**src/rtl/inst_loader.sv**
```systemverilog
// -----------------------------------------------------------------------------
// inst_loader
//
// Writer side of the instruction memory. A framed binary image arrives as a
// byte stream (UART RX, JTAG shifter, ...) and is written word-by-word into
// the instruction RAM write port. The core is held stalled for the whole
// download, and the end of the frame is reported with a one-cycle done pulse
// together with a sticky checksum/length error flag.
//
// Frame: SyncByte, LEN_LO, LEN_HI (word count N, little-endian),
//        4*N data bytes (each word little-endian), CSUM (8-bit sum of data).
//
// Ports:
//   clk       in   system clock
//   rst       in   synchronous reset, active-high
//   in_valid  in   byte source has a byte
//   in_data   in   byte value
//   in_ready  out  loader accepts a byte this cycle (transfer = valid & ready)
//   wren      out  one-cycle write strobe to the instruction RAM
//   addr      out  word address of the write
//   wrdata    out  word to write
//   cpu_hold  out  stall/reset request to the core while a frame is loading
//   done      out  one-cycle pulse at the end of every frame (good or bad)
//   err       out  sticky error flag, cleared by the next accepted SyncByte
//
// All outputs are registered. They are derived from the next state so that
// each output is aligned with the state it belongs to (e.g. wren is high
// exactly while the FSM sits in WRITE).
// -----------------------------------------------------------------------------
module inst_loader #(
  parameter int unsigned AddrWidth = 10,
  parameter logic [7:0]  SyncByte  = 8'hA5
) (
  input  logic                 clk,
  input  logic                 rst,
  input  logic                 in_valid,
  input  logic [7:0]           in_data,
  output logic                 in_ready,
  output logic                 wren,
  output logic [AddrWidth-1:0] addr,
  output logic [31:0]          wrdata,
  output logic                 cpu_hold,
  output logic                 done,
  output logic                 err
);

  // Largest legal word count: the whole RAM, never more.
  localparam logic [16:0] MaxWords = 17'(2 ** AddrWidth);

  typedef enum logic [2:0] {
    S_IDLE   = 3'd0,
    S_LEN_LO = 3'd1,
    S_LEN_HI = 3'd2,
    S_DATA   = 3'd3,
    S_WRITE  = 3'd4,
    S_CSUM   = 3'd5,
    S_DONE   = 3'd6,
    S_ERR    = 3'd7
  } state_t;

  // ---------------------------------------------------------------------------
  // Registers
  // ---------------------------------------------------------------------------
  state_t               state_q;
  logic                 in_ready_q;
  logic                 wren_q;
  logic [AddrWidth-1:0] addr_q;
  logic [31:0]          wrdata_q;
  logic                 cpu_hold_q;
  logic                 done_q;
  logic                 err_q;
  logic [7:0]           len_lo_q;
  logic [15:0]          words_q;   // words still to be written in this frame
  logic [1:0]           idx_q;     // byte lane inside the current word
  logic [7:0]           csum_q;    // running 8-bit sum of data bytes

  // ---------------------------------------------------------------------------
  // Next-state / helper signals
  // ---------------------------------------------------------------------------
  state_t      state_d;
  logic        xfer_d;
  logic        sync_hit_d;
  logic [15:0] len_d;
  logic        len_over_d;
  logic [7:0]  csum_d;
  logic [15:0] words_d;
  logic [31:0] wrdata_d;
  logic        in_ready_d;
  logic        cpu_hold_d;
  logic        done_d;

  // A byte moves only when the source offers it and we advertised ready.
  assign xfer_d     = in_valid & in_ready_q;
  assign sync_hit_d = xfer_d & (state_q == S_IDLE) & (in_data == SyncByte);
  assign len_d      = {in_data, len_lo_q};
  assign len_over_d = ({1'b0, len_d} > MaxWords);
  assign csum_d     = csum_q + in_data;
  assign words_d    = words_q - 16'd1;

  // Merge the incoming byte into its lane of the word being assembled.
  always_comb begin
    wrdata_d = wrdata_q;
    case (idx_q)
      2'd0:    wrdata_d[7:0]   = in_data;
      2'd1:    wrdata_d[15:8]  = in_data;
      2'd2:    wrdata_d[23:16] = in_data;
      2'd3:    wrdata_d[31:24] = in_data;
      default: wrdata_d        = wrdata_q;
    endcase
  end

  // Frame sequencing: state transitions only.
  always_comb begin
    state_d = state_q;
    case (state_q)
      S_IDLE: begin
        // Anything other than the sync marker is dropped while hunting.
        if (sync_hit_d) begin
          state_d = S_LEN_LO;
        end else begin
          state_d = S_IDLE;
        end
      end
      S_LEN_LO: begin
        if (xfer_d) begin
          state_d = S_LEN_HI;
        end else begin
          state_d = S_LEN_LO;
        end
      end
      S_LEN_HI: begin
        if (!xfer_d) begin
          state_d = S_LEN_HI;
        end else if (len_over_d) begin
          state_d = S_ERR;
        end else if (len_d == 16'd0) begin
          state_d = S_CSUM;
        end else begin
          state_d = S_DATA;
        end
      end
      S_DATA: begin
        if (xfer_d && (idx_q == 2'd3)) begin
          state_d = S_WRITE;
        end else begin
          state_d = S_DATA;
        end
      end
      S_WRITE: begin
        if (words_q == 16'd1) begin
          state_d = S_CSUM;
        end else begin
          state_d = S_DATA;
        end
      end
      S_CSUM: begin
        if (!xfer_d) begin
          state_d = S_CSUM;
        end else if (in_data == csum_q) begin
          state_d = S_DONE;
        end else begin
          state_d = S_ERR;
        end
      end
      S_DONE:  state_d = S_IDLE;
      S_ERR:   state_d = S_IDLE;
      default: state_d = S_IDLE;
    endcase
  end

  // Output values belonging to the state about to be entered.
  // WRITE, DONE and ERR take no byte: those are the single-cycle bubbles.
  always_comb begin
    in_ready_d = 1'b0;
    cpu_hold_d = 1'b0;
    done_d     = 1'b0;
    case (state_d)
      S_IDLE: begin
        in_ready_d = 1'b1;
      end
      S_LEN_LO, S_LEN_HI, S_DATA, S_CSUM: begin
        in_ready_d = 1'b1;
        cpu_hold_d = 1'b1;
      end
      S_WRITE: begin
        cpu_hold_d = 1'b1;
      end
      S_DONE, S_ERR: begin
        done_d = 1'b1;
      end
      default: begin
        in_ready_d = 1'b0;
        cpu_hold_d = 1'b0;
        done_d     = 1'b0;
      end
    endcase
  end

  // State register, registered outputs and datapath.
  always_ff @(posedge clk) begin
    if (rst) begin
      state_q    <= S_IDLE;
      in_ready_q <= 1'b0;
      wren_q     <= 1'b0;
      addr_q     <= '0;
      wrdata_q   <= 32'h0000_0000;
      cpu_hold_q <= 1'b0;
      done_q     <= 1'b0;
      err_q      <= 1'b0;
      len_lo_q   <= 8'h00;
      words_q    <= 16'h0000;
      idx_q      <= 2'd0;
      csum_q     <= 8'h00;
    end else begin
      state_q    <= state_d;
      in_ready_q <= in_ready_d;
      wren_q     <= (state_d == S_WRITE);
      cpu_hold_q <= cpu_hold_d;
      done_q     <= done_d;

      // err is sticky across frames until a new frame actually starts.
      if (state_d == S_ERR) begin
        err_q <= 1'b1;
      end else if (sync_hit_d) begin
        err_q <= 1'b0;
      end else begin
        err_q <= err_q;
      end

      case (state_q)
        S_IDLE: begin
          if (sync_hit_d) begin
            csum_q <= 8'h00;
          end
        end
        S_LEN_LO: begin
          if (xfer_d) begin
            len_lo_q <= in_data;
          end
        end
        S_LEN_HI: begin
          // Address/lane only restart when data will really follow.
          if (xfer_d && !len_over_d && (len_d != 16'd0)) begin
            words_q <= len_d;
            addr_q  <= '0;
            idx_q   <= 2'd0;
          end
        end
        S_DATA: begin
          if (xfer_d) begin
            wrdata_q <= wrdata_d;
            csum_q   <= csum_d;
            idx_q    <= idx_q + 2'd1;  // wraps to 0 after lane 3
          end
        end
        S_WRITE: begin
          addr_q  <= addr_q + AddrWidth'(1);
          words_q <= words_d;
        end
        default: begin
          words_q <= words_q;
        end
      endcase
    end
  end

  assign in_ready = in_ready_q;
  assign wren     = wren_q;
  assign addr     = addr_q;
  assign wrdata   = wrdata_q;
  assign cpu_hold = cpu_hold_q;
  assign done     = done_q;
  assign err      = err_q;

endmodule

```
**config.mk**
```make
export PLATFORM = sky130hd
export DESIGN_NAME = inst_loader
export DESIGN_NICKNAME = d
export VERILOG_FILES = /design/src/rtl/inst_loader.sv
export SDC_FILE = /design/constraint.sdc
export NUM_CORES = 1
export LEC_CHECK = 0
export BUFFER_PORTS_ARGS = -buffer_cell sky130_fd_sc_hd__buf_2
export CAP_MARGIN = 0
export CELL_PAD_IN_SITES_DETAIL_PLACEMENT = 0
export CELL_PAD_IN_SITES_GLOBAL_PLACEMENT = 2
export CORE_ASPECT_RATIO = 0.6
export CORE_MARGIN = 4
export CORE_UTILIZATION = 30
export CTS_CLUSTER_DIAMETER = 40
export DETAILED_ROUTE_END_ITERATION = 16
export PLACE_DENSITY_LB_ADDON = 0.05
export SLEW_MARGIN = 40
export SYNTH_ARGS = -nofsm -noshare
export SYNTH_HDL_FRONTEND = slang
export SYNTH_SLANG_ARGS = --single-unit
```
**constraint.sdc**
```tcl
create_clock -name clk -period 2.1 [get_ports clk]
set_input_delay 0.21 -clock clk [delete_from_list [all_inputs] [get_ports clk]]
set_output_delay 0.21 -clock clk [all_outputs]
set_load 0.02 [all_outputs]
```
==> impl_metrics.json, run 1 <==
{
  "cts_sinks": 84,
  "layout_commonest_cell": "dfxtp_1",
  "detail-route-antenna-nets": 0,
  "cts_tree": "built",
  "grt_pass1_vias": 3798,
  "initial_core_util": 0.307,
  "final_cell_mix": "82 x dfxtp_1, 68 x buf_4, 65 x nand3_1, 65 x a21oi_1, 64 x nand2_1",
  "ys_warn_count": 0,
  "drcViolationCount": 0,
  "die_area_um2": 15200,
  "synth.ff_latch_count": 84,
  "clk_latency_ns": 0.34,
  "async_flop_share": 0,
  "fmax_ghz": 0.440,
  "drt_first_pass_iters": 7,
  "cts_buffers": 9,
  "criticalPathCategory": "reg -> reg",
  "portBuffers": 57,
  "slowest_stage": "or4_4",
  "slowest_delay_ns": 0.53,
  "synth_fp_nets": 506,
  "hold_viol_final": 0,
  "fin_crit_sh": 1.08,
  "synth_edf_count": 0,
  "nFillCells": 1321,
  "grt_max_degree": 82,
  "dominantRegCellSynth": "dfxtp_1",
  "grt_pass1_wl_um": 21000,
  "cts_htree_levels": 3,
  "drt_iter0_markers": 258,
  "status": "finished with violations",
  "core-area_um2": 12900,
  "rows": 32,
  "violations": "negative setup slack",
  "rsz0062_at_grt": "true",
  "wl_um": 13200,
  "synth.cell_area_um2": 3960,
  "clkTransAtPathRegs_ns": 0.07,
  "ys_types": 55,
  "irDropWorstVdd_v": 0.000307,
  "insertedDiodeCount": 0,
  "setup_viol": 33,
  "power_density_nw_per_um2": 652,
  "cp.arrival_ns": 2.50,
  "fin_worst_skew_ns": 0.00508,
  "num_io_pins": 58,
  "path_max_fanout": 11,
  "slew_violations": 0,
  "wl_per_cell_um": 17.1,
  "hold_path.class": "in -> reg",
  "hold_buffers": 0,
  "die_w_um": 156,
  "relSlewSlack": 0.628,
  "setup_total_negative_slack_ns": -3.42,
  "layout-drive-gt1-share": 0.295,
  "grt-ovfl-total": 0,
  "fin_ws_ns": -0.173,
  "nets": 621,
  "cp_cell_sequence": "or4_4 > o31a_1 > or4b_4 > buf_6 > buf_8 > a21oi_2 > nor3_1",
  "synth_cells": 480,
  "antenna_found_initial": 0,
  "seq_area_frac_synth": 0.425,
  "finalCriticalPeriod_ns": 2.27,
  "grt_use_total": 0.175,
  "maxCapViolations": 0,
  "area_growth_pct": 34.6,
  "cts_root_buffer": "clkbuf_16",
  "cts_buffer_depth": 2,
  "critPathLaunchType": "flop",
  "place.gp.congestion": 0.845,
  "die_h_um": 97.0,
  "crit_required_ns": 2.32,
  "fin_hold_ws_ns": 0.204,
  "cp-end-kind": "flop",
  "syn_avg_cell_area_um2": 8.25,
  "dpl.hpwl_um": 9510,
  "cellLeakagePower_uw": 0.00217,
  "fin_util": 0.413,
  "worst_slew_pin_slew_ns": 0.553,
  "routed_via_density": 5.14,
  "vias": 3951
}
where the power goes:
part           internal [uW]  switching [uW]  total [uW]  leakage [uW]
Combinational            137             204         341       0.00136
Clock                    805             695        1500      0.000125
Sequential              1610            18.8        1630      0.000679
synth_stat cells, types with 3 or more instances:
cell type,n,share of area
a21oi_1,65,0.082
clkbuf_1,22,0.021
a31oi_1,4,0.0063
xor2_1,3,0.0066
or2_2,6,0.0095
nand3_1,65,0.082
mux2i_1,8,0.020
nand2_1,65,0.062
inv_1,9,0.0085
and3_1,4,0.0063
or3_1,3,0.0047
nor3_1,13,0.016
ha_1,14,0.044
o31ai_1,4,0.0076
nand4b_1,3,0.0066
buf_6,3,0.0085
nand4_1,4,0.0063
a311oi_1,6,0.013
o41ai_1,3,0.0066
nor4_1,5,0.0079
o21ai_0,6,0.0076
and2_1,3,0.0047
dfxtp_1,84,0.42
or4_1,5,0.0095
nor2_1,25,0.024
a22oi_1,5,0.0095
metal layers:
metal | part of all wire | wire (um) | vias to the layer above | track usage
met5 | 0 | 0 | - | 0
met4 | 0.012 | 153 | 0 | 0.0393
met3 | 0.058 | 759 | 13 | 0.0411
met2 | 0.39 | 5160 | 92 | 0.235
met1 | 0.54 | 7080 | 1866 | 0.276
li1 | - | - | 1980 | -
cell type report:
class	count	area [um2]	share of cell area
clock buffer	9	225	0.0423
clock inverter	6	48.8	0.00915
inverter	9	33.8	0.00634
multi-input combinational	358	2210	0.415
sequential	84	1680	0.316
tap	170	213	0.0399
timing repair buffer	133	916	0.172
stage by stage:
stage	total power, uW	setup slack (ns)	cell area [um2]	cells
final	3470	-0.173	5330	769
after global routing	3620	-0.238	5330	769
after CTS	3520	-0.156	5250	768
after global placement	1990	-0.207	4880	747
after floorplan	1820	-0.0737	3960	480
after detailed placement	1990	-0.224	4880	747
state kept, by name, summed over array words and instances (netlist names), 2 cells and up:
register	flops
addr	10
csum_q	8
idx_q	2
len_lo_q	8
state_q	3
words_q	16
wrdata	32
path summary, 6_finish.rpt:
check	to	slack (ns)	cells past startpoint	from
worst min register to register	wrdata[22]	0.45	2	wrdata[22]
worst max-delay path	addr[2]	-0.17	7	len_lo_q[4]
worst min-delay path	len_lo_q[6]	0.20	3	in_data[6]
worst max register to register	addr[2]	-0.17	7	len_lo_q[4]
cells by family (layout without fill, tap and decap cells):
family | Yosys count | after routing | synth area share
fa+ha+maj | 15 | 15 | 0.0493
flops | 84 | 84 | 0.425
compound gates | 111 | 111 | 0.175
simple gates | 219 | 219 | 0.278
xor+xnor | 5 | 5 | 0.0111
mux | 8 | 8 | 0.0202
buf+inv | 38 | 157 | 0.0423
critical path, delay by kind of cell, from the launching register on:
kind | cells | cell delay [ns]
flip-flops | 1 | 0.32
AND/OR/NAND/NOR | 3 | 1.09
buffers and inverters | 2 | 0.30
AO/OA/AOI/OAI | 2 | 0.43
repair_timing:
item	in CTS	in global routing
cloned	1	0
setup endpoints to repair	28	34
buffers inserted	5	1
gates resized for setup	9	20
pin swaps	2	6
Power figures use the tool's default switching activity.
==> run 2, diff against run 1 <==
- GPL_TIMING_DRIVEN: unset -> 0
==> run 2 against run 1 <==
Compared with the run above:
- sequential power about the same
- largest power group unchanged
- global-route usage increased by 0.68 points
- cell area decreased by 4.5%
- power decreased by 0.85%
- the run still ends with negative setup slack left
- worst hold slack improved by 0.032 ns
- non-clock buffer count decreased by 41
- via count decreased by 1.7%
==> impl_metrics.json, run 2 (synthesis gave the netlist of run 1 again) <==
{
  "fin_hold_ws_ns": 0.236,
  "fin_crit_sh": 1.10,
  "antenna_found_initial": 0,
  "routed_via_density": 5.33,
  "power_density_nw_per_um2": 676,
  "area_growth_pct": 28.6,
  "instances_no_fill": 728,
  "vias": 3882,
  "slew_violations": 0,
  "path_max_fanout": 10,
  "final_cell_mix": "79 x dfxtp_1, 63 x nand2_1, 59 x a21oi_1",
  "drcViolationCount": 0,
  "place.gp.congestion": 0.804,
  "detail-route-antenna-nets": 0,
  "hold_path.class": "in -> reg",
  "largest_reg_flops": 32,
  "dpl.hpwl_um": 9980,
  "relSlewSlack": 0.478,
  "grt_pass1_vias": 3648,
  "hold_viol_final": 0,
  "power_uw": 3440,
  "drt_iter0_markers": 175,
  "fin_util": 0.395,
  "fin_worst_skew_ns": 0.00822,
  "setup_viol": 30,
  "die_area_um2": 15200,
  "cts_root_buffer": "clkbuf_16",
  "clkTransAtPathRegs_ns": 0.07,
  "cellLeakagePower_uw": 0.00194,
  "violations": "negative setup slack",
  "status": "finished with violations",
  "cts_htree_levels": 3,
  "initial_core_util": 0.307,
  "cp.arrival_ns": 2.51,
  "fmax_ghz": 0.433,
  "grt-ovfl-total": 0,
  "irDropWorstVdd_v": 0.000368,
  "hold_buffers": 0,
  "layout_commonest_cell": "dfxtp_1",
  "crit_required_ns": 2.30,
  "cts_buffer_depth": 2,
  "criticalPathCategory": "reg -> reg",
  "finalCriticalPeriod_ns": 2.31,
  "rsz0062_at_grt": "true",
  "rows": 32,
  "num_io_pins": 58,
  "portBuffers": 55,
  "core-area_um2": 12900,
  "clk_latency_ns": 0.34,
  "cts_tree": "built",
  "layout-drive-gt1-share": 0.256,
  "insertedDiodeCount": 0,
  "grt_use_total": 0.181,
  "nFillCells": 1389,
  "grt_pass1_wl_um": 21300,
  "die_w_um": 156,
  "maxCapViolations": 0,
  "dp.cells": 705,
  "nets": 580,
  "cts_buffers": 9,
  "wl_um": 13900,
  "worst_slew_pin_slew_ns": 0.782,
  "wl_per_cell_um": 19.1,
  "critPathLaunchType": "flop",
  "fin_ws_ns": -0.209,
  "die_h_um": 97.0,
  "cts_sinks": 84,
  "drt_first_pass_iters": 4,
  "grt_max_degree": 16,
  "cp-end-kind": "flop"
}
[run 2: final timing paths]
kind          startpoint    endpoint  cells after the start  slack (ns)
max          len_lo_q[5]     addr[0]                      7       -0.21
min           in_data[3]  wrdata[19]                      3        0.24
max reg2reg  len_lo_q[5]     addr[0]                      7       -0.21
min reg2reg   wrdata[23]  wrdata[23]                      2        0.45
[run 2: final cells by class]
type | count | area, um2 | area share
sequential | 84 | 1690 | 0.331
multi-input combinational | 358 | 2350 | 0.461
inverter | 9 | 33.8 | 0.00663
tap | 170 | 213 | 0.0418
buffer | 28 | 175 | 0.0344
clock buffer | 9 | 225 | 0.0442
timing repair buffer | 64 | 363 | 0.0713
clock inverter | 6 | 48.8 | 0.00958
[run 2: routing by layer]
metal,GRT usage,routed length [um]
met3,0.0451,729
met1,0.295,7590
met2,0.235,5490
met4,0.0373,69
met5,0,0
[run 2: what timing repair did]
action	4_1_cts	5_1_grt
setup buffers	7	1
resized for setup	29	37
pin swaps	14	8
cloned	1	0
endpoints found under the setup margin	73	36
[run 2: power breakdown]
part	switching (uW)	internal, uW
clock network	697	810
logic	206	92.3
registers	24.8	1610
total	928	2520
[run 2: through the flow]
step	area, um2	worst slack [ns]	TNS (ns)
5_1_grt	5090	-0.254	-6.43
3_3_place_gp	4450	-0.448	-19.96
6_report	5090	-0.209	-4.70
3_5_place_dp	4460	-0.467	-20.11
2_1_floorplan	3960	-0.0737	-0.751
4_1_cts	4910	-0.192	-4.73
[run 2: worst max-delay path, cell delays in order (launching register included)]
cell and delay, ns:
dfxtp_2 0.33, or4_4 0.55, o31a_1 0.31, or4b_4 0.50, buf_12 0.17, buf_12 0.15
nand4_1 0.09, o31ai_1 0.07
